[src/rtl/noc_out_arb_if.sv]
// Link-side bundle of the output arbiter: requester flits in, registered link flit out,
// credit return and status.
interface noc_out_arb_if #(
  parameter int NUM_REQ    = 4,
  parameter int DATA_WIDTH = 64,
  parameter int GW         = (NUM_REQ > 1) ? $clog2(NUM_REQ) : 1
);
  logic [NUM_REQ*DATA_WIDTH-1:0] req_data;
  logic [NUM_REQ-1:0]            req_valid;
  logic [NUM_REQ-1:0]            req_ready;
  logic [DATA_WIDTH-1:0]         dout;
  logic                          dout_valid;
  logic                          yummy_in;
  logic [GW-1:0]                 grant_id;
  logic                          busy;
  logic [3:0]                    credit_cnt;
  logic                          credit_err;

  modport slave (
    input  req_data, req_valid, yummy_in,
    output req_ready, dout, dout_valid, grant_id, busy, credit_cnt, credit_err
  );

  modport master (
    output req_data, req_valid, yummy_in,
    input  req_ready, dout, dout_valid, grant_id, busy, credit_cnt, credit_err
  );
endinterface

[src/rtl/noc_out_arb.sv]
// Credit-based wormhole arbiter: round-robin packet grants onto one outgoing link,
// grant held header..tail, flits registered onto the link while credits last.
module noc_out_arb_lane #(
  parameter int DATA_WIDTH = 64,
  parameter int LEN_LSB    = 22,
  parameter int LEN_WIDTH  = 8
)(
  input  logic [DATA_WIDTH-1:0] flit,
  input  logic                  sel,
  input  logic                  accept,
  output logic                  ready,
  output logic [LEN_WIDTH-1:0]  len
);
  assign len   = flit[LEN_LSB +: LEN_WIDTH];
  assign ready = accept & sel;
endmodule

module noc_out_arb #(
  parameter int NUM_REQ    = 4,
  parameter int DATA_WIDTH = 64,
  parameter int CREDITS    = 4,
  parameter int LEN_LSB    = 22,
  parameter int LEN_WIDTH  = 8,
  localparam int GW        = (NUM_REQ > 1) ? $clog2(NUM_REQ) : 1
)(
  input  logic clk,
  input  logic rst_n,
  noc_out_arb_if.slave link
);
  localparam logic [3:0] CRED_MAX = 4'(CREDITS);

  typedef enum logic {IDLE, LOCK} state_t;
  state_t state, nextState;

  logic [NUM_REQ-1:0][DATA_WIDTH-1:0] reqFlit;
  logic [NUM_REQ-1:0][LEN_WIDTH-1:0]  laneLen;
  logic [DATA_WIDTH-1:0]              selFlit, doutQ;
  logic [LEN_WIDTH-1:0]               hdrLen, remaining;
  logic [GW-1:0]                      owner, rrPtr, winner, selIdx;
  logic [3:0]                         creditCnt;
  logic                               found, canSend, accept, dValid, creditErr;

  assign reqFlit = link.req_data;
  assign canSend = (creditCnt != 4'd0);

  function automatic logic [GW-1:0] wrapInc(input logic [GW-1:0] idx);
    return (int'(idx) == NUM_REQ-1) ? '0 : idx + 1'b1;
  endfunction

  // First valid requester at or after rrPtr, wrapping.
  always_comb begin
    found  = 1'b0;
    winner = '0;
    for (int k = 0; k < NUM_REQ; k++) begin
      if (!found && link.req_valid[(int'(rrPtr) + k) % NUM_REQ]) begin
        found  = 1'b1;
        winner = GW'((int'(rrPtr) + k) % NUM_REQ);
      end
    end
  end

  // Reset gates accept so no ready escapes while rst_n is low.
  always_comb begin
    nextState = state;
    selIdx    = (state == LOCK) ? owner : winner;
    selFlit   = reqFlit[selIdx];
    hdrLen    = laneLen[selIdx];
    accept    = rst_n & canSend & ((state == LOCK) ? link.req_valid[owner] : found);
    case (state)
      IDLE: if (accept && hdrLen != '0) nextState = LOCK;
      LOCK: if (accept && remaining == LEN_WIDTH'(1)) nextState = IDLE;
      default: nextState = IDLE;
    endcase
  end

  for (genvar i = 0; i < NUM_REQ; i++) begin : g_lane
    noc_out_arb_lane #(
      .DATA_WIDTH(DATA_WIDTH), .LEN_LSB(LEN_LSB), .LEN_WIDTH(LEN_WIDTH)
    ) u_lane (
      .flit   (reqFlit[i]),
      .sel    (selIdx == GW'(i)),
      .accept (accept),
      .ready  (link.req_ready[i]),
      .len    (laneLen[i])
    );
  end

  always_ff @(posedge clk or negedge rst_n) begin
    if (!rst_n) state <= IDLE;
    else        state <= nextState;
  end

  always_ff @(posedge clk or negedge rst_n) begin
    if (!rst_n) begin
      doutQ     <= '0;
      dValid    <= 1'b0;
      owner     <= '0;
      rrPtr     <= '0;
      remaining <= '0;
      creditCnt <= CRED_MAX;
      creditErr <= 1'b0;
    end else begin
      dValid <= accept;
      if (accept) doutQ <= selFlit;
      if (accept) begin
        if (state == IDLE) begin
          if (hdrLen == '0) rrPtr <= wrapInc(winner);
          else begin
            owner     <= winner;
            remaining <= hdrLen;
          end
        end else begin
          remaining <= remaining - 1'b1;
          if (remaining == LEN_WIDTH'(1)) rrPtr <= wrapInc(owner);
        end
      end
      // Accept plus yummy in the same cycle nets to no change.
      if (accept && !link.yummy_in) creditCnt <= creditCnt - 1'b1;
      else if (!accept && link.yummy_in) begin
        if (creditCnt == CRED_MAX) creditErr <= 1'b1;
        else                       creditCnt <= creditCnt + 1'b1;
      end
    end
  end

  assign link.dout       = doutQ;
  assign link.dout_valid = dValid;
  assign link.grant_id   = owner;
  assign link.busy       = (state == LOCK);
  assign link.credit_cnt = creditCnt;
  assign link.credit_err = creditErr;
endmodule

[src/flat_wrapper.sv]
// flat-port wrapper written by rule: the top's interface ports become plain ports
module noc_out_arb_flat 
#(
  parameter int NUM_REQ    = 4,
  parameter int DATA_WIDTH = 64,
  parameter int CREDITS    = 4,
  parameter int LEN_LSB    = 22,
  parameter int LEN_WIDTH  = 8,
  localparam int GW        = (NUM_REQ > 1) ? $clog2(NUM_REQ) : 1
)
  (clk, rst_n, link_req_data, link_req_valid, link_yummy_in, link_req_ready, link_dout, link_dout_valid, link_grant_id, link_busy, link_credit_cnt, link_credit_err);
  noc_out_arb_if #(.NUM_REQ(NUM_REQ), .DATA_WIDTH(DATA_WIDTH), .GW(2)) link_i ();
  input  logic clk;
  input  logic rst_n;
  input wire logic [$bits(link_i.req_data)-1:0] link_req_data;
  input wire logic [$bits(link_i.req_valid)-1:0] link_req_valid;
  input wire logic [$bits(link_i.yummy_in)-1:0] link_yummy_in;
  output wire logic [$bits(link_i.req_ready)-1:0] link_req_ready;
  output wire logic [$bits(link_i.dout)-1:0] link_dout;
  output wire logic [$bits(link_i.dout_valid)-1:0] link_dout_valid;
  output wire logic [$bits(link_i.grant_id)-1:0] link_grant_id;
  output wire logic [$bits(link_i.busy)-1:0] link_busy;
  output wire logic [$bits(link_i.credit_cnt)-1:0] link_credit_cnt;
  output wire logic [$bits(link_i.credit_err)-1:0] link_credit_err;
  assign link_i.req_data = link_req_data;
  assign link_i.req_valid = link_req_valid;
  assign link_i.yummy_in = link_yummy_in;
  assign link_req_ready = link_i.req_ready;
  assign link_dout = link_i.dout;
  assign link_dout_valid = link_i.dout_valid;
  assign link_grant_id = link_i.grant_id;
  assign link_busy = link_i.busy;
  assign link_credit_cnt = link_i.credit_cnt;
  assign link_credit_err = link_i.credit_err;
  noc_out_arb #(.NUM_REQ(NUM_REQ), .DATA_WIDTH(DATA_WIDTH), .CREDITS(CREDITS), .LEN_LSB(LEN_LSB), .LEN_WIDTH(LEN_WIDTH)) u_core (.clk(clk), .rst_n(rst_n), .link(link_i));
endmodule
[config.mk]
export PLATFORM = sky130hd
export DESIGN_NAME = noc_out_arb_flat
export DESIGN_NICKNAME = d
export VERILOG_FILES = /design/src/rtl/noc_out_arb_if.sv /design/src/rtl/noc_out_arb.sv /design/src/flat_wrapper.sv
export SDC_FILE = /design/constraint.sdc
export NUM_CORES = 1
export LEC_CHECK = 0
export ABC_AREA = 1
export ABC_CLOCK_PERIOD_IN_PS = 2610
export CORE_MARGIN = 10
export CORE_UTILIZATION = 36
export CTS_CLUSTER_DIAMETER = 100
export CTS_CLUSTER_SIZE = 25
export DETAILED_ROUTE_END_ITERATION = 16
export GPL_ROUTABILITY_DRIVEN = 1
export GPL_TIMING_DRIVEN = 0
export PLACE_DENSITY_LB_ADDON = 0.12
export SLEW_MARGIN = 20
export SYNTH_ARGS = -nofsm -noshare
export SYNTH_HDL_FRONTEND = slang
export SYNTH_HIERARCHICAL = 1
export SYNTH_SLANG_ARGS = --single-unit
[constraint.sdc]
create_clock -name clk -period 2.61 [get_ports clk]
set_input_delay 0.522 -clock clk [delete_from_list [all_inputs] [get_ports clk]]
set_output_delay 0.522 -clock clk [all_outputs]
set_load 0.02 [all_outputs]
-- Word level (Yosys, flattened, before mapping)
Index checks and enable logic that the tools add are counted.
- add/subtract/negate cells: 8
- order comparisons: 6
- equality and inequality tests: 10
- muxes and demuxes: 40
- bitwise logic cells: 12
- reduce and logical (&&, ||, !) cells: 26
- operators with widths (cell ; count):
    binary-select mux 64 bit (select 2 bit) ; 1
    two-way mux 64 bit ; 1
    two-way mux 8 bit ; 3
    two-way mux 2 bit ; 10
    binary-select mux 8 bit (select 2 bit) ; 1
    two-way mux 1 bit ; 15
    < comparator 3 x 4 -> 1 bit (second input constant) ; 3
    two-way mux 4 bit ; 3
    binary-select mux 1 bit (select 2 bit) ; 5
    < comparator 2 x 3 -> 1 bit (second input constant) ; 3
    AND reduction 3 bit ; 3
    equality test 8 x 1 -> 1 bit (second input constant) ; 1
    logical NOT 8 bit ; 1
    nonzero test 8 bit ; 1
    subtractor 8 x 1 -> 8 bit (second input constant) ; 1
    logical AND 1 bit ; 7
    adder 2 x 1 -> 2 bit (second input constant) ; 3
    AND 1 bit ; 6
    equality test 2 x 1 -> 1 bit (second input constant) ; 3
    OR reduction 2 bit ; 3
    logical NOT 1 bit ; 5
    adder 2 bit (second input constant) ; 2
    adder 4 x 1 -> 4 bit (second input constant) ; 1
    equality test 2 bit (second input constant) ; 2
    other kinds (11) ; 18
- register bits: 83
- input bits: 263
- word-level logic and storage cells: 110

-- Depth between registers and ports, before layout
Gate-level depths: netlist of run 1.
- word-level depth: 21
- gate-level depth with buffers: 23
- gate-level depth less buffers: 23

-- Cells and area by module
The synthesis of run 1 kept the hierarchy.
- modules (own cells, without submodules) (module ; times used ; cells each ; area each (um^2)):
    noc_out_arb ; 1 ; 887 ; 5716.7
    noc_out_arb_lane ; 4 ; 10 ; 67.6

-- Worst setup path after synthesis of run 1
No wires, ideal clock.
- kind: register to register
- from: register u_core.state (netlist: u_core/link.busy)
- to: register u_core.creditCnt[3] (netlist: u_core/link.credit_cnt[3])
- data arrival time: 2.773 ns
- data required time: 2.531 ns
- path slack: -0.242 ns
- cell stages (with the launch flop): 15
- cell sequence: dfrtp_1 > clkbuf_1 > clkinv_1 > nand4_1 > nand2_1 > inv_2 > buf_1 > ha_1 > ha_1 > nand2_1 > nor2_1 > a211oi_1 > a21oi_1 > o21ai_0 > xor2_1
- longest elaborated chain between the ends: 6
- elaborated cells on any way between the ends: 9
- those cells by class: eq/ne (1); mux (2); bitwise (1); reduce/logical (5)
- RTL lines (what ; line ; RTL):
    start, declared ; noc_out_arb.sv:33 ; state_t state, nextState;
    start signal, assigned ; noc_out_arb.sv:90 ; else state <= nextState;
    two-way mux 1 bit * ; noc_out_arb.sv:68 ; accept = rst_n & canSend & ((state == LOCK) ? link.req_valid[owner] : found);
    AND 1 bit * ; noc_out_arb.sv:68 ;
    net u_core.accept ; noc_out_arb.sv:41 ; logic found, canSend, accept, dValid, creditErr;
    logical NOT 1 bit ; noc_out_arb.sv:119 ; else if (!accept && link.yummy_in) begin
    logical AND 1 bit ; noc_out_arb.sv:119 ;
    nonzero test 2 bit (no source line) ; - ;
    AND reduction 2 bit (no source line) ; - ;
    end signal, assigned ; noc_out_arb.sv:118 ; if (accept && !link.yummy_in) creditCnt <= creditCnt - 1'b1;
    end signal, assigned ; noc_out_arb.sv:121 ; else creditCnt <= creditCnt + 1'b1;
    end, declared ; noc_out_arb.sv:40 ; logic [3:0] creditCnt;
The timed path passes the listed nets; every way through them passes the cells marked *.
A chain may end at the register's enable or synchronous reset.

-- Final worst setup path of run 1
- from: register u_core.rrPtr[0]
- to: output link_req_ready[1]
- longest elaborated chain between the ends: 15
- elaborated cells on any way between the ends: 33
- those cells by class: add/sub (3); eq/ne (1); mux (21); bitwise (2); reduce/logical (6)
- RTL lines (what ; line ; RTL):
    start, declared ; noc_out_arb.sv:39 ; logic [GW-1:0] owner, rrPtr, winner, selIdx;
    start signal, assigned ; noc_out_arb.sv:107 ; if (hdrLen == '0) rrPtr <= wrapInc(winner);
    start signal, assigned ; noc_out_arb.sv:114 ; if (remaining == LEN_WIDTH'(1)) rrPtr <= wrapInc(owner);
    adder 2 x 1 -> 2 bit / binary-select mux 1 bit (select 2 bit) (equally long branches) ; noc_out_arb.sv:55, noc_out_arb.sv:57 ;
    binary-select mux 1 bit (select 2 bit) / two-way mux 1 bit (equally long branches) ; noc_out_arb.sv:55 ; if (!found && link.req_valid[(int'(rrPtr) + k) % NUM_REQ]) begin
    two-way mux 1 bit (implied by the code) ; noc_out_arb.sv:55 ;
    two-way mux 1 bit (implied by the code) / logical NOT 1 bit (equally long branches) ; noc_out_arb.sv:55 ;
    logical AND 1 bit ; noc_out_arb.sv:55 ;
    two-way mux 1 bit ; noc_out_arb.sv:55 ;
    logical NOT 1 bit ; noc_out_arb.sv:55 ;
    logical AND 1 bit ; noc_out_arb.sv:55 ;
    two-way mux 1 bit ; noc_out_arb.sv:55 ;
    logical NOT 1 bit ; noc_out_arb.sv:55 ;
    logical AND 1 bit ; noc_out_arb.sv:55 ;
    two-way mux 2 bit / two-way mux 1 bit (equally long branches) ; noc_out_arb.sv:55 ;
    two-way mux 2 bit / two-way mux 1 bit (equally long branches) ; noc_out_arb.sv:65, noc_out_arb.sv:68 ;
    equality test 2 x 1 -> 1 bit / AND 1 bit (equally long branches) ; noc_out_arb.sv:81, noc_out_arb.sv:68 ;
    AND 1 bit * ; noc_out_arb.sv:15 ; assign ready = accept & sel;
    end, declared ; flat_wrapper.sv:18 ; output wire logic [$bits(link_i.req_ready)-1:0] link_req_ready;
Mark *: on every way between the ends. The rest lies on a longest branch, timed or not. The select of a mux whose other input is x is not followed.

==> results.py, run 1 <==
metrics = {
    "status": {
        "status": "finished, violations left",
        "failed_checks": "negative setup slack",
    },
    "synthesis": {
        "synth-edff-count": 0,
        "synthTopCellsByCount": "nand2_1 (504), dfrtp_1 (82), nand4_1 (58)",
        "yosys.cell_count.top_type": "nand2_1",
        "synthTopCellsByArea": "dfrtp_1 (34%), nand2_1 (32%), nand4_1 (6.1%)",
        "ys_ff_latch": 83,
        "yosysUniqueCellTypes": 33,
        "synth_fa_ha_area_frac": 0.0180,
        "synth_top_family_by_area": "simple AND/OR/NAND/NOR gates",
        "synth_compound_area_frac": 0.0677,
        "synth_cells": 927,
        "yosysSeqAreaShare": 0.347,
        "syn_area_sq_mm": 0.00599,
        "synth_top_cell_area_share": 0.343,
        "ys_warn_count": 6,
        "synth_nets": 1198,
        "synthMuxAreaShare": 0,
        "synth_xor_area_frac": 0.00731,
        "async_reset_ff_frac": 1.00,
        "synthFlopType": "dfrtp_1",
        "yosys.area.top_type": "dfrtp_1",
        "synth.avg_cell_area_sq_um": 6.46,
        "yosys.area_share.simple": 0.455,
    },
    "die": {
        "core_area_sq_mm": 0.0165,
        "die_w_um": 149,
        "die_h_um": 149,
        "row_count": 47,
        "start_util": 0.364,
        "io-pin-count": 340,
        "die_area_sq_mm": 0.0222,
    },
    "cts": {
        "clk_pin_slew_ns": 0.07,
        "h-tree-depth": 3,
        "cts-root-buf": "clkbuf_16",
        "cts_tree": "built",
        "clock_path_buffers": 2,
        "worstSkewPairLatency_ns": 0.35,
        "cts_buffers": 9,
        "clock-sinks": 83,
    },
    "sta": {
        "tns_ns": -2.44,
        "worst_slack_ns": -0.341,
        "tightest_slew_ns": 0.696,
        "fin_crit_ns": 2.95,
        "hold_viol": 0,
        "period_share": 1.13,
        "grt_setup_unrepaired": "yes",
        "setup_viol": 20,
        "max_freq_mhz": 339,
        "slew_headroom": 0.536,
        "finClkSkew_ns": 0.00995,
        "drv_slew": 0,
    },
    "grt": {
        "antenna_found_initial": 3,
        "grt_overflow": 0,
        "grt_max_degree": 37,
        "grt_usage": 0.259,
        "grt_pass1_vias": 7646,
        "grt_pass1_wl_um": 44100,
    },
    "critical_path": {
        "required_ns": 2.09,
        "r2r_slack_ns": -0.14,
        "setup.worst_path.start_class": "register",
        "critPathMaxFanout": 5,
        "critPathArrivalTime_ns": 2.43,
        "cp-end-kind": "output pin",
        "critPathKind": "reg -> out",
    },
    "job": {
        "maxCapViolations": 0,
    },
    "power_and_ir_drop": {
        "p_seq_frac": 0.174,
        "clkPwrFrac": 0.099,
        "power_switching_mw": 6.57,
        "switching_share": 0.489,
        "power_leakage_nw": 5.03,
        "combPwrFrac": 0.727,
        "p_per_area_mw_per_mm2": 1240,
        "p_int_mw": 6.85,
        "fin_total_pwr_mw": 13.4,
        "vdd_drop_max_uv": 572,
    },
    "place": {
        "gp_congestion": 0.894,
        "port_buffers": 339,
        "dp_slack_ns": -1.51,
        "hpwl_um": 23400,
    },
    "detailed_routing": {
        "drt_iter0_markers": 457,
        "routed_wl_um": 30400,
        "drcViolationCount": 0,
        "vias_per_cell": 4.85,
        "num_vias": 7474,
        "first_pass_iters": 5,
        "drt-wirelength-per-cell_um": 19.7,
        "drtAntennaViolNets": 0,
    },
    "finish": {
        "final_nets": 1585,
        "areaGrowthSynthToFinish_pct": 81.0,
        "drive_above_1_share": 0.160,
    },
    "min_path": {
        "min_path_type": "in -> async",
    },
}
-- worst max-delay path: stages (launching register included) --
cell	delay (ns)
dfrtp_2	0.45
buf_6	0.15
nand2_2	0.07
nand2_4	0.06
nand2_2	0.07
nand2_2	0.06
nor2_4	0.12
nand3_1	0.08
nand3_1	0.10
nand2_2	0.07
nand2_2	0.08
nand2_4	0.09
buf_8	0.15
nand2_4	0.05
inv_2	0.04
buf_6	0.12
buf_6	0.11
nand2_2	0.05
inv_2	0.03
buf_6	0.12
-- path summary, 6_finish.rpt --
kind	startpoint	endpoint	cells past startpoint
min in group clk	u_core/link.credit_err	u_core/link.credit_err	1
max in group asynchronous	rst_n	u_core/link.credit_cnt[0]	2
max	u_core/rrPtr[0]	link_req_ready[1]	19
min	rst_n	u_core/rrPtr[0]	1
max reg2reg	u_core/rrPtr[0]	u_core/rrPtr[1]	24
min reg2reg	u_core/link.credit_err	u_core/link.credit_err	1
-- per-layer routing --
metal / part of all wire / wire [um] / vias up / global-route usage
li1: - / - / 3735 / -
met1: 0.37 / 11200 / 3422 / 0.282
met2: 0.52 / 15900 / 271 / 0.465
met3: 0.084 / 2560 / 44 / 0.0816
met4: 0.026 / 783 / 2 / 0.0839
met5: 0.00066 / 20 / - / 0
-- area by class of cell --
type	count	area [sq um]
antenna	2	5.00
clock inverter	4	50.0
buffer	80	661
multi-input combinational	726	3520
fill	1489	5630
sequential	83	2080
inverter	35	155
clock buffer	11	253
timing repair buffer	379	3840
tap	220	275
-- kinds of logic after synthesis --
group | count (synthesis)
buf+inv | 118
simple gates | 650
flops | 83
xor+xnor | 5
compound gates | 63
fa+ha+maj | 8
-- flip-flops by register name (all words and copies together) (netlist names) --
| signal | count |
|---|---|
| u_core/link.busy | 1 |
| u_core/link.credit_err | 1 |
| u_core/link.dout_valid | 1 |
| u_core/link.grant_id | 2 |
| u_core/link.dout | 64 |
| u_core/remaining | 8 |
| u_core/link.credit_cnt | 4 |
| u_core/rrPtr | 2 |
-- stage by stage --
stage               cell area (sq um)  hold WS, ns  instances  utilization
CTS                             10500       0.0486       1526        0.635
detailed placement               9680        0.460       1487        0.588
finish                          10800       0.0334       1540        0.658
global route                    10800       0.0553       1540        0.658
global placement                 9660        0.456       1486        0.587
floorplan                        5990        0.226        927            -
-- power groups by stage --
stage / clock network [mW] / logic [mW] / registers, mW
final: 1.33 / 9.75 / 2.33
after global routing: 1.41 / 10.5 / 2.41
after CTS: 1.36 / 8.91 / 2.32
after detailed placement: 0 / 8.02 / 2.31
after global placement: 0 / 7.96 / 2.30
after floorplan: 0 / 4.15 / 2.91
-- cells in the final DEF, fill, tap and decap left out, types with 3 or more instances in the layout --
cell,n
dlygate4sd2_1,4
inv_1,21
clkdlybuf4s50_1,330
nand3_2,4
buf_6,22
dfrtp_2,3
ha_1,5
buf_8,9
nand4_1,58
buf_1,3
clkbuf_16,11
nand2_2,31
nor2_1,24
nand2_1,473
o21ai_0,12
clkbuf_2,3
clkbuf_1,13
buf_4,65
dfrtp_1,79
nor2_4,7
a31oi_1,16
inv_2,8
buf_12,5
a22oi_2,3
xor2_1,4
nand3_1,33
a22oi_1,21
a21oi_1,6
nand2_4,13
-- what timing repair did --
| item | CTS | global route |
|---|---|---|
| pin swaps | 20 | 25 |
| setup buffers | 22 | 15 |
| hold buffers | 0 | 0 |
| gates cloned | 2 | 2 |
| gates resized for setup | 113 | 69 |
| endpoints found under the hold margin | 0 | 0 |
| setup endpoints to repair | 86 | 85 |
(Power assumes the default switching activity.)
==> run 2: changes to the inputs <==
- CORE_MARGIN: 10 -> unset
==> run 2 against run 1 <==
Routed wire length is 9.1% lower. Sequential power hardly changed. Die area is 23% lower. Largest cell class unchanged. Combinational power is 2.4% lower. Sequential share of layout area is 0.10 points higher. Non-clock buffer count stayed put. Highest routed layer unchanged. First-iteration DRC count is 22% higher. Design area is 0.58% lower. Via count is 3.0% higher. Worst setup slack worse by 0.051 ns. Global-route usage is 5.4 points higher. The run still ends with negative setup slack left. Fmax is 1.7% lower. Largest power group unchanged.
==> results.py, run 2 (synthesis results as in run 1) <==
metrics = {
    "status": {
        "status": "finished, violations left",
        "failed_checks": "negative setup slack",
    },
    "critical_path": {
        "critPathMaxFanout": 5,
        "reg2reg_depth": 25,
        "path_common_cell": "nand2_2",
        "critPathKind": "reg -> out",
        "cp-end-kind": "output pin",
        "cp_cell_sequence": "clkinvlp_4 > nand2_2 > nand2_2 > nand2_2 > nand2_2 > nor2_4 > nand3_1 > nand3_1 > nand2_2 > nand2_2 > nand2_4 > buf_8 > nand2_2 > inv_2 > buf_6 > buf_8 > nand2_2 > inv_2 > buf_6",
        "slowest_stage": "dfrtp_2",
        "required_ns": 2.09,
        "r2r_end": "u_core/remaining[5]",
        "worstReg2RegStart": "u_core/rrPtr[0]",
        "slowest_delay_ns": 0.46,
        "setup.worst_path.start_class": "register",
        "r2r_slack_ns": -0.22,
        "critPathArrivalTime_ns": 2.48,
    },
    "finish": {
        "final_nets": 1586,
        "finish.utilization": 0.671,
        "final_cells": 1538,
        "areaGrowthSynthToFinish_pct": 79.9,
        "largest_reg_flops": 64,
        "design_area_sq_mm": 0.0108,
        "layout_common_cells": "nand2_1 (479), clkdlybuf4s50_1 (330), dfrtp_1 (80), buf_4 (62), nand4_1 (58)",
        "mostFrequentLayoutCell": "nand2_1",
        "drive_above_1_share": 0.157,
    },
    "job": {
        "maxCapViolations": 0,
    },
    "detailed_routing": {
        "vias_per_cell": 5.00,
        "drt-wirelength-per-cell_um": 18.0,
        "num_vias": 7697,
        "drt_iter0_markers": 559,
        "drtAntennaViolNets": 0,
        "routed_wl_um": 27600,
        "drcViolationCount": 0,
        "first_pass_iters": 5,
    },
    "sta": {
        "worst_slack_ns": -0.392,
        "worst_hold_slack_ns": 0.124,
        "slew_headroom": 0.541,
        "tns_ns": -3.94,
        "finClkSkew_ns": 0.00547,
        "tightest_slew_ns": 0.689,
        "drv_slew": 0,
        "max_freq_mhz": 333,
        "period_share": 1.15,
        "fin_crit_ns": 3.00,
        "setup_viol": 19,
        "hold_viol": 0,
        "grt_setup_unrepaired": "yes",
    },
    "power_and_ir_drop": {
        "fin_total_pwr_mw": 13.3,
        "power_leakage_nw": 4.98,
        "vdd_drop_max_uv": 551,
        "p_per_area_mw_per_mm2": 1230,
    },
    "cts": {
        "worstSkewPairLatency_ns": 0.34,
        "cts_buffers": 9,
        "clk_pin_slew_ns": 0.07,
        "cts-root-buf": "clkbuf_16",
        "clock_path_buffers": 2,
        "cts_tree": "built",
        "clock-sinks": 83,
        "h-tree-depth": 3,
    },
    "die": {
        "die_w_um": 131,
        "row_count": 46,
        "die_h_um": 131,
        "die_area_sq_mm": 0.0172,
        "io-pin-count": 340,
        "core_area_sq_mm": 0.0161,
        "start_util": 0.373,
    },
    "grt": {
        "antenna_found_initial": 4,
        "grt_pass1_wl_um": 39200,
        "grt_pass1_vias": 7188,
        "grt_usage": 0.313,
        "grt_overflow": 0,
        "grt_max_degree": 73,
    },
    "place": {
        "hpwl_um": 20200,
        "port_buffers": 339,
        "dp.cells": 1483,
        "gp_congestion": 0.893,
        "dp_slack_ns": -1.57,
        "postPlaceCellArea_sq_mm": 0.00968,
    },
    "min_path": {
        "min_path_type": "in -> async",
    },
}
==> run 2: cell types whose count changed in the layout (fill, tap and decap cells not counted), sizes merged <==
| cell | before | now |
|---|---|---|
| bufbuf | 1 | 0 |
| bufinv | 1 | 2 |
| clkinv | 3 | 5 |
| dlygate4sd3 | 0 | 1 |
| clkbuf | 29 | 28 |
| inv | 33 | 34 |
| buf | 106 | 105 |
==> run 2: layer usage <==
layer,GRT usage,share of wire
met1,0.359,0.38
met2,0.536,0.50
met3,0.0892,0.081
met4,0.147,0.036
met5,0,0.00094
==> run 2: power breakdown <==
part           leakage, nW  total (mW)  switching (mW)  internal [mW]
Combinational         3.81        9.52            5.41           4.11
Clock                0.156        1.41           0.571          0.838
Sequential            1.02        2.34           0.419           1.92
==> run 2: worst max path at each step <==
stage                            startpoint                        end  slack, ns  cells past startpoint
final                       u_core/rrPtr[0]          link_req_ready[1]      -0.39                     19
after global routing        u_core/rrPtr[0]          link_req_ready[1]      -0.52                     19
after detailed placement  link_req_valid[3]          link_req_ready[3]      -1.57                     17
after CTS                   u_core/rrPtr[0]          link_req_ready[3]      -0.34                     18
after floorplan           link_req_valid[1]  u_core/link.credit_cnt[3]      -0.01                     17
after global placement                rst_n  u_core/link.credit_cnt[3]      -4.24                     14
==> run 2: worst max-delay path: cells and delay by family (launching register included) <==
kind                   cells  cell delay (ns)
buffers and inverters      7             0.73
AND/OR/NAND/NOR           12             0.95
flip-flops                 1             0.46
==> run 2: final cells by class <==
class | count | area (sq um)
Antenna cell | 2 | 5.00
Buffer | 81 | 677
Clock buffer | 9 | 225
Clock inverter | 7 | 91.3
Fill cell | 1420 | 5290
Inverter | 35 | 153
Multi-Input combinational cell | 726 | 3480
Sequential cell | 83 | 2080
Tap cell | 216 | 270
Timing Repair Buffer | 378 | 3780
Timing Repair inverter | 1 | 7.51
==> run 2: timing repair <==
| action | in CTS | in global routing |
|---|---|---|
| hold buffers | 1 | 0 |
| endpoints found under the setup margin | 86 | 84 |
| endpoints found under the hold margin | 10 | 0 |
| buffers inserted | 15 | 21 |
| gates resized for setup | 85 | 97 |
| cloned | 1 | 2 |
| pin swaps | 10 | 20 |
